[config.mk]
export PLATFORM = sky130hd
export DESIGN_NAME = if_stage
export DESIGN_NICKNAME = d
export VERILOG_FILES = /design/src/rtl/if_stage.sv
export SDC_FILE = /design/constraint.sdc
export NUM_CORES = 1
export LEC_CHECK = 0
export CAP_MARGIN = 10
export CORE_MARGIN = 2
export CORE_UTILIZATION = 35
export DETAILED_ROUTE_END_ITERATION = 8
export PLACE_DENSITY = 0.65
export SLEW_MARGIN = 10
export SYNTH_ARGS = -nofsm -noshare
export SYNTH_HDL_FRONTEND = slang
export SYNTH_SLANG_ARGS = --single-unit
[constraint.sdc]
create_clock -name clk -period 4.35 [get_ports clk]
set_clock_uncertainty 0.1 [all_clocks]
set_input_delay 0.87 -clock clk [delete_from_list [all_inputs] [get_ports clk]]
set_output_delay 0.87 -clock clk [all_outputs]
set_load 0.05 [all_outputs]
[src/rtl/if_stage.sv]
// if_stage: RV32I instruction-fetch stage and IF/ID pipeline register.
// Keeps the fetch PC and runs a req/gnt/rvalid handshake with instruction memory,
// allowing at most one request in flight. A one-entry hold buffer catches a
// response that lands while decode is stalled. Flushes squash decode and drop
// the in-flight response.
// Optional performance counters are compiled in when IF_PERF_CNT_EN is defined.
module if_stage #(
    localparam int unsigned XLEN = 32,
    parameter logic [XLEN-1:0] RESET_PC = 32'h0000_0000,
    parameter logic [XLEN-1:0] NOP      = 32'h0000_0013
) (
    input  logic            clk,
    input  logic            rst_n,
    input  logic            stall,
    input  logic            flush,
    input  logic [XLEN-1:0] pc_target_E,
    output logic            imem_req,
    output logic [XLEN-1:0] imem_addr,
    input  logic            imem_gnt,
    input  logic            imem_rvalid,
    input  logic [XLEN-1:0] imem_rdata,
    output logic [XLEN-1:0] instr_D,
    output logic [XLEN-1:0] pc_D,
    output logic [XLEN-1:0] pc_plus4_D,
    output logic            valid_D,
    output logic [XLEN-1:0] perf_fetched,
    output logic [XLEN-1:0] perf_bubbles
);

    localparam logic [XLEN-1:0] PC_STEP = XLEN'(4);

    // DROP: a request is in flight whose response must be discarded
    typedef enum logic [1:0] {
        S_IDLE = 2'd0,
        S_WAIT = 2'd1,
        S_DROP = 2'd2
    } fetch_state_t;

    fetch_state_t    state;
    logic [XLEN-1:0] pc_F;
    logic [XLEN-1:0] pend_pc;
    logic            hold_valid;
    logic [XLEN-1:0] hold_instr;
    logic [XLEN-1:0] hold_pc;

    logic            grant;
    logic            rsp_live;
    logic            load_hold;
    logic            load_rsp;
    logic            load_bubble;

    // Request only when nothing useful is in flight and decode can make progress
    assign imem_req  = !flush && !stall && !hold_valid &&
                       ((state == S_IDLE) || ((state == S_WAIT) && imem_rvalid));
    assign imem_addr = pc_F;
    assign grant     = imem_req && imem_gnt;

    // A response is usable only in WAIT and only when no flush squashes it
    assign rsp_live  = (state == S_WAIT) && imem_rvalid && !flush;

    // Decode-slot source select: hold buffer first, then live response, else bubble
    assign load_hold   = !flush && !stall && hold_valid;
    assign load_rsp    = !flush && !stall && !hold_valid && rsp_live;
    assign load_bubble = flush || (!stall && !hold_valid && !rsp_live);

    // Fetch handshake state machine
    always_ff @(posedge clk) begin
        if (!rst_n) begin
            state <= S_IDLE;
        end else if (flush) begin
            case (state)
                S_WAIT:  state <= imem_rvalid ? S_IDLE : S_DROP;
                S_DROP:  state <= imem_rvalid ? S_IDLE : S_DROP;
                default: state <= S_IDLE;
            endcase
        end else if (grant) begin
            state <= S_WAIT;
        end else begin
            case (state)
                S_WAIT:  if (imem_rvalid) state <= S_IDLE;
                S_DROP:  if (imem_rvalid) state <= S_IDLE;
                default: state <= S_IDLE;
            endcase
        end
    end

    // Fetch PC and the PC of the outstanding request
    always_ff @(posedge clk) begin
        if (!rst_n) begin
            pc_F    <= RESET_PC;
            pend_pc <= RESET_PC;
        end else if (flush) begin
            pc_F    <= pc_target_E;
        end else if (grant) begin
            pend_pc <= pc_F;
            pc_F    <= pc_F + PC_STEP;
        end
    end

    // Hold buffer: parks a response that arrives while decode is stalled
    always_ff @(posedge clk) begin
        if (!rst_n) begin
            hold_valid <= 1'b0;
            hold_instr <= NOP;
            hold_pc    <= RESET_PC;
        end else if (flush || !stall) begin
            hold_valid <= 1'b0;
        end else if (rsp_live) begin
            hold_valid <= 1'b1;
            hold_instr <= imem_rdata;
            hold_pc    <= pend_pc;
        end
    end

    // IF/ID pipeline register; a bubble keeps pc_D so the PC pair stays consistent
    always_ff @(posedge clk) begin
        if (!rst_n) begin
            valid_D    <= 1'b0;
            instr_D    <= NOP;
            pc_D       <= '0;
            pc_plus4_D <= PC_STEP;
        end else if (load_bubble) begin
            valid_D    <= 1'b0;
            instr_D    <= NOP;
        end else if (load_hold) begin
            valid_D    <= 1'b1;
            instr_D    <= hold_instr;
            pc_D       <= hold_pc;
            pc_plus4_D <= hold_pc + PC_STEP;
        end else if (load_rsp) begin
            valid_D    <= 1'b1;
            instr_D    <= imem_rdata;
            pc_D       <= pend_pc;
            pc_plus4_D <= pend_pc + PC_STEP;
        end
    end

`ifdef IF_PERF_CNT_EN
    // Performance counters: real instructions and bubbles entering decode
    always_ff @(posedge clk) begin
        if (!rst_n) begin
            perf_fetched <= '0;
            perf_bubbles <= '0;
        end else begin
            if (load_hold || load_rsp) perf_fetched <= perf_fetched + XLEN'(1);
            if (load_bubble)           perf_bubbles <= perf_bubbles + XLEN'(1);
        end
    end
`else
    assign perf_fetched = '0;
    assign perf_bubbles = '0;
`endif

endmodule

==> summary.md, run 1 <==
| Metric | Value |
|---|---|
| CTS Buf Count | 26 |
| Post-layout util | 45.4% |
| FP Rows | 63 |
| Cell type with the largest total area after synthesis | dfxtp_1 |
| Post-Place Cell Area | 12600 µm² |
| Async set-reset flop share out of synthesis | 0% |
| Worst r2r dst | pc_plus4_D[24] |
| Clk_lat worst skew | 0.53 ns |
| Synthesized area | 10600 µm² |
| Post-synth EDFFs | 0 |
| Post-CTS Hold Buffers | 0 |
| Yosys warnings | 0 |
| Initial Util | 35.7% |
| Antenna violations before repair | 0 |
| Gpl congestion | 0.866 |
| Clk slew on worst S/H paths | 0.06 ns |
| Arr. time, crit path | 3.79 ns |
| Sequential area share after synthesis | 42.7% |
| Crit. End Element | flip-flop |
| Worst slack, placed | 0.428 ns |
| Sink Count | 226 |
| Number of diodes | 0 |
| Fmax | 0.293 GHz |
| Hold EP | instr_D[14] |
| Top cells by count, synth | nand2_1, dfxtp_1, a21oi_1, nor2_1, clkbuf_1 |
| Drt first-iter violations | 717 |
| Rel. slew slack | 19.2% |
| Share of the synthesized area in the top cell type | 42.7% |
| Share of cells above drive strength 1 | 6.46% |
| Final ANT Viol Nets | 0 |
| Largest cells by area after synthesis | dfxtp_1, nand2_1, a21oi_1, buf_4, nor2_1 |
| Pins Over Slew Limit | 0 |
| Setup WS post-layout | 0.937 ns |
| Maximum VDD drop | 255 µV |
| Core Area | 29700 µm² |
| Die Ht | 178 µm |
| Hold WC Path Type | reg2reg |
| Worst Path Required | 4.72 ns |
| Final min period | 3.41 ns |
| DR vias | 9974 |
| First-pass GRT wire length | 50.5 mm |
| P&R area growth vs syn | 27.1% |
| PortBufs | 199 |
| Crit path max fanout | 22 |
| Post-CTS Setup Repair Bufs | 0 |
| Die ar. | 31700 µm² |
| Hold path cells | 2 |
| Synthesized instance count | 1332 |
| Final Cycle Share | 78.5% |
| Worst Tran Pin Value | 1.20 ns |
| Flops & latches, synth | 226 |
| HP Start | instr_D[14] |
| Status | completed |
| Largest net degree at the start of global routing | 87 |
| Count leader, synth | nand2_1 |
| Final setup viols | 0 |
| Reg-to-reg slack, setup | 1.57 ns |
| CTS tree | yes |
| Power per Cell Area | 355 nW/µm² |
| Final Hold Vio Count | 0 |
| Post-cts repair resize count | 0 |
| Reg2reg start | hold_valid |
| DRC | 0 |
| Vias in the first global route | 8995 |
| Pre-Repair DR Iteration Count | 5 |
| Cells on worst reg2reg path | 7 |
| Total GRT Usage | 19.7% |
| Fill cells | 2983 |
| Overflow left after global routing | 0 |
| Worst Setup Path Type | in2reg |
| Die X-Extent | 178 µm |
| Max cap viols | 0 |
| Wirelength, routed | 32.6 mm |
| Seq. cell area | 4520 µm² |
| Leak Pwr | 4.56 nW |
| HPWL Detailed | 22.5 mm |
| Synth Flop Type | dfxtp_1 |
| Netlist cell types | 63 |
| H-tree lvl count | 1 |
| I/O pin count | 264 |
| Area occupied by multi-input gates | 5360 µm² |
| Startpoint types | primary input |
| RSZ-0062 raised after global routing | false |
| TNS Setup | 0 ns |
| Vias/cell | 5.27 |
| Routed len/inst | 17.2 µm |
| Design area | 13500 µm² |
| Mean post-synth cell area | 7.96 µm² |
| Clock Path Buffers | 3 |
| Dpl cells | 1844 |
| Final Instance Count excl. Fillers | 1891 |
| # nets final | 1556 |
| Clock root buffer | clkbuf_16 |
==> worst max-delay path, cell delays in order <==
cell and delay [ns]:
clkdlybuf4s50_1 0.66, or3b_2 0.62, nand2_1 0.12, nand2_1 0.13, ha_1 0.35, o211ai_2 0.34, or4_1 0.60, nand3_1 0.09
==> power by group <==
group | total [mW] | internal [mW] | switching [mW]
Combinational | 0.442 | 0.128 | 0.314
Sequential | 2.14 | 2.10 | 0.0434
Clock | 2.20 | 1.31 | 0.887
Total | 4.78 | 3.54 | 1.24
==> cell type report <==
type                       count  area share [%]
clock buffer                  33            5.17
clock inverter                14            1.24
inverter                       9           0.269
multi-input combinational    994            39.7
sequential                   226            33.6
tap                          390            3.62
timing repair buffer         225            16.4
==> logic make-up (layout without fill, tap and decap cells) <==
group	after synthesis	in the layout	share of synthesized area (%)
and+or+nand+nor	553	553	23.5
AOI/OAI and AO/OA	319	319	19.1
DFF	226	226	42.7
buffers and inverters	175	281	9.24
muxes	36	36	3.49
xor gates and xnor gates	18	18	1.49
adders and majority gates	4	4	0.472
other	1	64	0.0354
==> worst max-delay path by stage <==
stage                     cells past startpoint   from              to
after detailed placement                      8  stall  pc_plus4_D[24]
after global routing                          8  stall  pc_plus4_D[22]
after floorplan                              12  stall  pc_plus4_D[18]
final                                         8  stall  pc_plus4_D[24]
after global placement                        8  stall  pc_plus4_D[30]
after CTS                                     8  stall  pc_plus4_D[22]
==> flip-flops by register name, summed over array words and instances, names as in the netlist <==
| signal | flops |
|---|---|
| hold_instr | 32 |
| hold_pc | 32 |
| hold_valid | 1 |
| imem_addr | 32 |
| instr_D | 32 |
| pc_D | 32 |
| pc_plus4_D | 30 |
| pend_pc | 32 |
| state | 2 |
| valid_D | 1 |
==> metrics by stage <==
| step | hold slack (ns) | power, mW |
|---|---|---|
| detailed placement | 0.346 | 2.62 |
| CTS | 0.354 | 4.83 |
| global placement | 0.339 | 2.62 |
| floorplan | 0.336 | 2.51 |
| global route | 0.375 | 4.96 |
| finish | 0.350 | 4.78 |
==> layer usage <==
layer | wire [µm] | global-route usage (%) | up-vias
met1 | 16000 | 29.9 | 4726
met4 | 783 | 5.16 | 0
met2 | 13800 | 28.9 | 314
li1 | - | - | 4886
met5 | 0 | 0 | -
met3 | 2030 | 2.94 | 48
==> layout by cell type (no fill, tap or decap), types with 4 or more instances in the layout <==
master             n
clkbuf_16         26
nor2_1            89
nand4_1           19
nand3_1           63
clkdlybuf4s50_1  198
clkbuf_1           5
o221ai_1          33
ha_1               4
a31oi_1           10
inv_1              6
nor3_1            19
dfxtp_1          226
conb_1            64
mux2_2             5
nand2_1          291
a311oi_1           5
and2_1             8
a32oi_1            4
o211ai_1          13
buf_4             25
o22ai_1            4
or3_1              6
a21oi_1          146
a41oi_1            7
clkinv_2           6
xor2_1             8
and4_1             4
o311ai_1           4
mux2i_1           30
o21ai_0           36
o31ai_1            8
xnor2_1           10
nor4_1             8
or4_1             11
and3_1            13
a211oi_1          26
(Power assumes the default switching activity.)
==> inputs of run 2 (changes only) <==
PLACE_DENSITY = 0.67   (was 0.65)
clock period = 2.7 ns   (was 4.35 ns; I/O delays follow)
==> summary.md, run 2 (same netlist as run 1, synthesis figures left out) <==
| Metric | Value |
|---|---|
| Worst Path Required | 2.06 ns (was 4.72 ns) |
| Clock root buffer | clkbuf_16 (unchanged) |
| RSZ-0062 raised after global routing | false (unchanged) |
| Gpl congestion | 0.862 (was 0.866) |
| Final Hold Vio Count | 0 (unchanged) |
| Area occupied by multi-input gates | 5380 µm² (was 5360 µm²) |
| Drt first-iter violations | 765 (was 717) |
| Final ANT Viol Nets | 0 (unchanged) |
| DRC | 0 (unchanged) |
| Overflow left after global routing | 0 (unchanged) |
| HPWL Detailed | 23.7 mm (was 22.5 mm) |
| Die Ht | 178 µm (unchanged) |
| Total GRT Usage | 20.1% (was 19.7%) |
| Power per Cell Area | 535 nW/µm² (was 355 nW/µm²) |
| Worst Tran Pin Value | 0.708 ns (was 1.20 ns) |
| Maximum VDD drop | 401 µV (was 255 µV) |
| Fill cells | 2918 (was 2983) |
| Clock Path Buffers | 3 (unchanged) |
| PortBufs | 199 (unchanged) |
| Number of diodes | 0 (unchanged) |
| FP Rows | 63 (unchanged) |
| Core Area | 29700 µm² (unchanged) |
| Antenna violations before repair | 0 (unchanged) |
| Final min period | 2.65 ns |
| Rel. slew slack | 52.8% (was 19.2%) |
| # nets final | 1652 (was 1556) |
| Die ar. | 31700 µm² (unchanged) |
| Most common cell after layout, fill and taps aside | nand2_1 (unchanged) |
| Status | completed (unchanged) |
| Largest net degree at the start of global routing | 70 (was 87) |
| Initial Util | 35.7% (unchanged) |
| Worst Setup Path Type | in2out (was in2reg) |
| Setup WS post-layout | 0.0460 ns (was 0.937 ns) |
| CTS Buf Count | 25 (was 26) |
| Wirelength, routed | 33.1 mm (was 32.6 mm) |
| Post-Place Cell Area | 13500 µm² (was 12600 µm²) |
| Most frequent cells in the layout | nand2_1, dfxtp_1, clkdlybuf4s50_1 (unchanged) |
| Final Cycle Share | 98.3% |
| Fmax | 0.377 GHz |
| Post-CTS Setup Repair Bufs | 0 (unchanged) |
| CTS tree | yes (unchanged) |
| Routed len/inst | 16.7 µm (was 17.2 µm) |
| Arr. time, crit path | 2.01 ns (was 3.79 ns) |
| Die X-Extent | 178 µm (unchanged) |
| Design area | 14300 µm² (was 13500 µm²) |
| Startpoint types | primary input (unchanged) |
| Vias/cell | 5.18 (was 5.27) |
| Vias in the first global route | 9329 (was 8995) |
| Max cap viols | 0 (unchanged) |
| Crit path max fanout | 14 (was 22) |
| Pins Over Slew Limit | 0 (unchanged) |
| DR vias | 10278 (was 9974) |
| Share of cells above drive strength 1 | 12.2% (was 6.46%) |
| Final setup viols | 0 (unchanged) |
| Pre-Repair DR Iteration Count | 5 (unchanged) |
| First-pass GRT wire length | 51.5 mm (was 50.5 mm) |
| Sink Count | 226 (unchanged) |
| Worst slack, placed | -0.399 ns (was 0.428 ns) |
| Leak Pwr | 5.04 nW (was 4.56 nW) |
| P&R area growth vs syn | 35.0% (was 27.1%) |
| I/O pin count | 264 (unchanged) |
| Clk_lat worst skew | 0.52 ns (was 0.53 ns) |
| Hold WC Path Type | reg2reg (unchanged) |
| Clk slew on worst S/H paths | 0.06 ns (about the same) |
| Crit. End Element | output port (was flip-flop) |
| Seq. cell area | 4520 µm² (unchanged) |
| H-tree lvl count | 1 (unchanged) |
-- run 2: layer usage --
metal / wire [µm] / track usage, %
met5: 0 / 0
met4: 565 / 4.71
met3: 2100 / 2.30
met2: 14500 / 30.7
met1: 15900 / 30.0
-- run 2: report_power, final --
part / leakage, nW / internal [mW] / switching [mW]
registers: 1.83 / 3.38 / 0.0691
logic: 2.81 / 0.237 / 0.512
clock network: 0.399 / 2.07 / 1.39
total: 5.04 / 5.68 / 1.97
-- run 2: worst max-delay path, stage by stage --
cell	delay, ns
clkdlybuf4s50_1	0.46
buf_4	0.17
buf_4	0.19
nor3_2	0.21
buf_4	0.15
and2_4	0.16
buf_12	0.13
-- run 2: worst paths after layout --
kind | from | endpoint | slack, ns | cells after the start
worst max-delay path | flush | imem_req | 0.05 | 7
worst min-delay path | instr_D[27] | instr_D[27] | 0.35 | 2
worst max register to register | hold_valid | pc_plus4_D[31] | 0.22 | 6
worst min register to register | instr_D[27] | instr_D[27] | 0.35 | 2
-- run 2: cell type report --
class                      count  area share [%]
clock inverter                10           0.909
tap                          390            3.41
timing repair buffer         322            21.4
multi-input combinational    994            37.6
inverter                       9           0.254
clock buffer                  34            4.82
sequential                   226            31.6
-- run 2: per-stage QoR --
stage                     hold WS, ns  std cells  total power [mW]  util, %  setup TNS (ns)
after floorplan                 0.336       1395              4.04        -               0
final                           0.349       1985              7.65     48.2               0
after CTS                       0.350       1985              7.70     48.2               0
after global placement          0.339       1941              4.26     45.4           -7.66
after detailed placement        0.342       1941              4.26     45.4           -8.96
after global routing            0.370       1985              7.90     48.2               0
-- run 2: timing repair --
action / in CTS / in global routing
hold buffers: 0 / 0
setup endpoints to repair: 1 / 0
gates resized for setup: 2 / 0
==> inputs of run 3 (changes only) <==
CTS_BUF_LIST = sky130_fd_sc_hd__clkbuf_4   (was default)
==> summary.md, run 3 (same netlist as run 1, synthesis figures left out) <==
| Metric | Value |
|---|---|
| Status | completed (unchanged) |
| Clk slew on worst S/H paths | 0.07 ns (was 0.06 ns) |
| Pre-Repair DR Iteration Count | 5 (unchanged) |
| Worst Tran Pin Value | 0.728 ns (was 0.708 ns) |
| PortBufs | 199 (unchanged) |
| Post-CTS Hold Buffers | 0 (unchanged) |
| I/O pin count | 264 (unchanged) |
| H-tree lvl count | 2 (was 1) |
| Sink Count | 226 (unchanged) |
| RSZ-0062 raised after global routing | false (unchanged) |
| Worst Setup Path Type | in2out (unchanged) |
| Final min period | 2.67 ns (was 2.65 ns) |
| P&R area growth vs syn | 34.2% (was 35.0%) |
| Vias in the first global route | 9612 (was 9329) |
| Overflow left after global routing | 0 (unchanged) |
| Hold slack | 0.276 ns (was 0.349 ns) |
| Final Cycle Share | 98.7% (was 98.3%) |
| Clk_lat worst skew | 0.72 ns (was 0.52 ns) |
| Seq. cell area | 4520 µm² (unchanged) |
| Wirelength, routed | 33.1 mm (about the same) |
| Most frequent cells in the layout | nand2_1, dfxtp_1, clkdlybuf4s50_1 (unchanged) |
| Die X-Extent | 178 µm (unchanged) |
| Total GRT Usage | 20.2% (was 20.1%) |
| # nets final | 1687 (was 1652) |
| FP Rows | 63 (unchanged) |
| Antenna violations before repair | 1 (was 0) |
| HPWL Detailed | 23.7 mm (unchanged) |
| Startpoint types | primary input (unchanged) |
| Final setup viols | 0 (unchanged) |
| Leak Pwr | 5.28 nW (was 5.04 nW) |
| Hold WC Path Type | in2reg (was reg2reg) |
| Rel. slew slack | 51.5% (was 52.8%) |
| Maximum VDD drop | 282 µV (was 401 µV) |
| Clock root buffer | clkbuf_4 (was clkbuf_16) |
| DR vias | 10529 (was 10278) |
| Arr. time, crit path | 2.03 ns (was 2.01 ns) |
| Max cap viols | 0 (unchanged) |
| Gpl congestion | 0.862 (unchanged) |
| Power per Cell Area | 501 nW/µm² (was 535 nW/µm²) |
| Final Instance Count excl. Fillers | 2045 (was 1985) |
| Pins Over Slew Limit | 0 (unchanged) |
| Area occupied by multi-input gates | 5380 µm² (unchanged) |
| Dpl cells | 1941 (unchanged) |
| CTS tree | yes (unchanged) |
| Clk pwr share | 41.3% (was 45.2%) |
| Drt first-iter violations | 649 (was 765) |
| Routed len/inst | 16.2 µm (was 16.7 µm) |
| Gate power share | 10.3% (was 9.8%) |
| Largest net degree at the start of global routing | 70 (unchanged) |
| NetSw | 1.98 mW (was 1.97 mW) |
| Most common cell after layout, fill and taps aside | nand2_1 (unchanged) |
| Int Pwr | 5.14 mW (was 5.68 mW) |
| Die Ht | 178 µm (unchanged) |
| Final Hold Vio Count | 0 (unchanged) |
| Vias/cell | 5.15 (was 5.18) |
| Core Area | 29700 µm² (unchanged) |
| Sequential power share | 48.3% (was 45.0%) |
| Worst Path Required | 2.06 ns (about the same) |
| Initial Util | 35.7% (unchanged) |
| Clock Path Buffers | 3 (unchanged) |
| Fill cells | 2977 (was 2918) |
| Post-CTS Setup Repair Bufs | 0 (unchanged) |
| Fmax | 0.375 GHz (was 0.377 GHz) |
| Final ANT Viol Nets | 0 (unchanged) |
| First-pass GRT wire length | 51.9 mm (was 51.5 mm) |
| Switching share of power | 27.9% (was 25.7%) |
| Share of cells above drive strength 1 | 15.2% (was 12.2%) |
| DRC | 0 (unchanged) |
| Crit. End Element | output port (unchanged) |
| Die ar. | 31700 µm² (unchanged) |
| CTS Buf Count | 60 (was 25) |
| Crit path max fanout | 14 (unchanged) |
run 3: changes by cell type in the layout (fill, tap and decap cells not counted), moves of 3 or more:
cell / change
bufinv_16: -3
clkbuf_1: -6
clkbuf_16: -25
clkbuf_4: +92
clkbuf_8: -3
clkdlybuf4s50_1: -28
clkinv_1: +7
clkinv_2: -4
dlygate4sd2_1: +20
dlymetal6s2s_1: +8
run 3: layout make-up:
type,instances,area share [%]
antenna,1,0.0176
tap,390,3.43
sequential,226,31.8
multi-input combinational,994,37.8
clock buffer,92,4.85
inverter,9,0.255
clock inverter,11,0.361
timing repair buffer,322,21.5
run 3: power groups by stage:
stage / registers, mW / logic (mW) / clock network (mW)
after CTS: 3.44 / 0.736 / 3.04
final: 3.44 / 0.737 / 2.94
after global placement: 3.52 / 0.740 / 0
after detailed placement: 3.52 / 0.744 / 0
after global routing: 3.45 / 0.778 / 3.21
after floorplan: 3.60 / 0.440 / 0
run 3: metrics by stage:
stage / TNS, ns / area [µm²] / worst slack, ns / total power, mW / util, %
2_1_floorplan: 0 / 10900 / 0.00534 / 4.04 / -
3_3_place_gp: -7.66 / 13500 / -0.334 / 4.26 / 45.4
3_5_place_dp: -8.96 / 13500 / -0.399 / 4.26 / 45.4
4_1_cts: 0 / 14200 / 0.00263 / 7.22 / 47.8
5_1_grt: 0 / 14200 / 0.0110 / 7.44 / 47.9
6_report: 0 / 14200 / 0.0342 / 7.12 / 47.9
run 3: critical path: stages:
cell	delay, ns
clkdlybuf4s50_1	0.46
buf_4	0.17
buf_4	0.19
nor3_2	0.21
buf_4	0.15
and2_4	0.16
buf_12	0.13
run 3: path summary, 6_finish.rpt:
path	start	to	slack, ns	cells past startpoint
max reg2reg	hold_valid	pc_plus4_D[31]	0.19	6
min	pc_target_E[16]	imem_addr[16]	0.28	3
min reg2reg	instr_D[12]	instr_D[12]	0.35	2
max	flush	imem_req	0.03	7
run 3: per-layer routing:
metal | up-vias | GRT usage, % | wire, µm
met5 | - | 0 | 0
met4 | 0 | 5.91 | 630
met3 | 49 | 3.26 | 2250
met2 | 397 | 30.5 | 14600
met1 | 4899 | 29.6 | 15600
li1 | 5184 | - | -
run 3: what timing repair did:
action | CTS | global route
setup endpoints to repair | 21 | 8
gates resized for setup | 22 | 8
pin swaps | 0 | 0
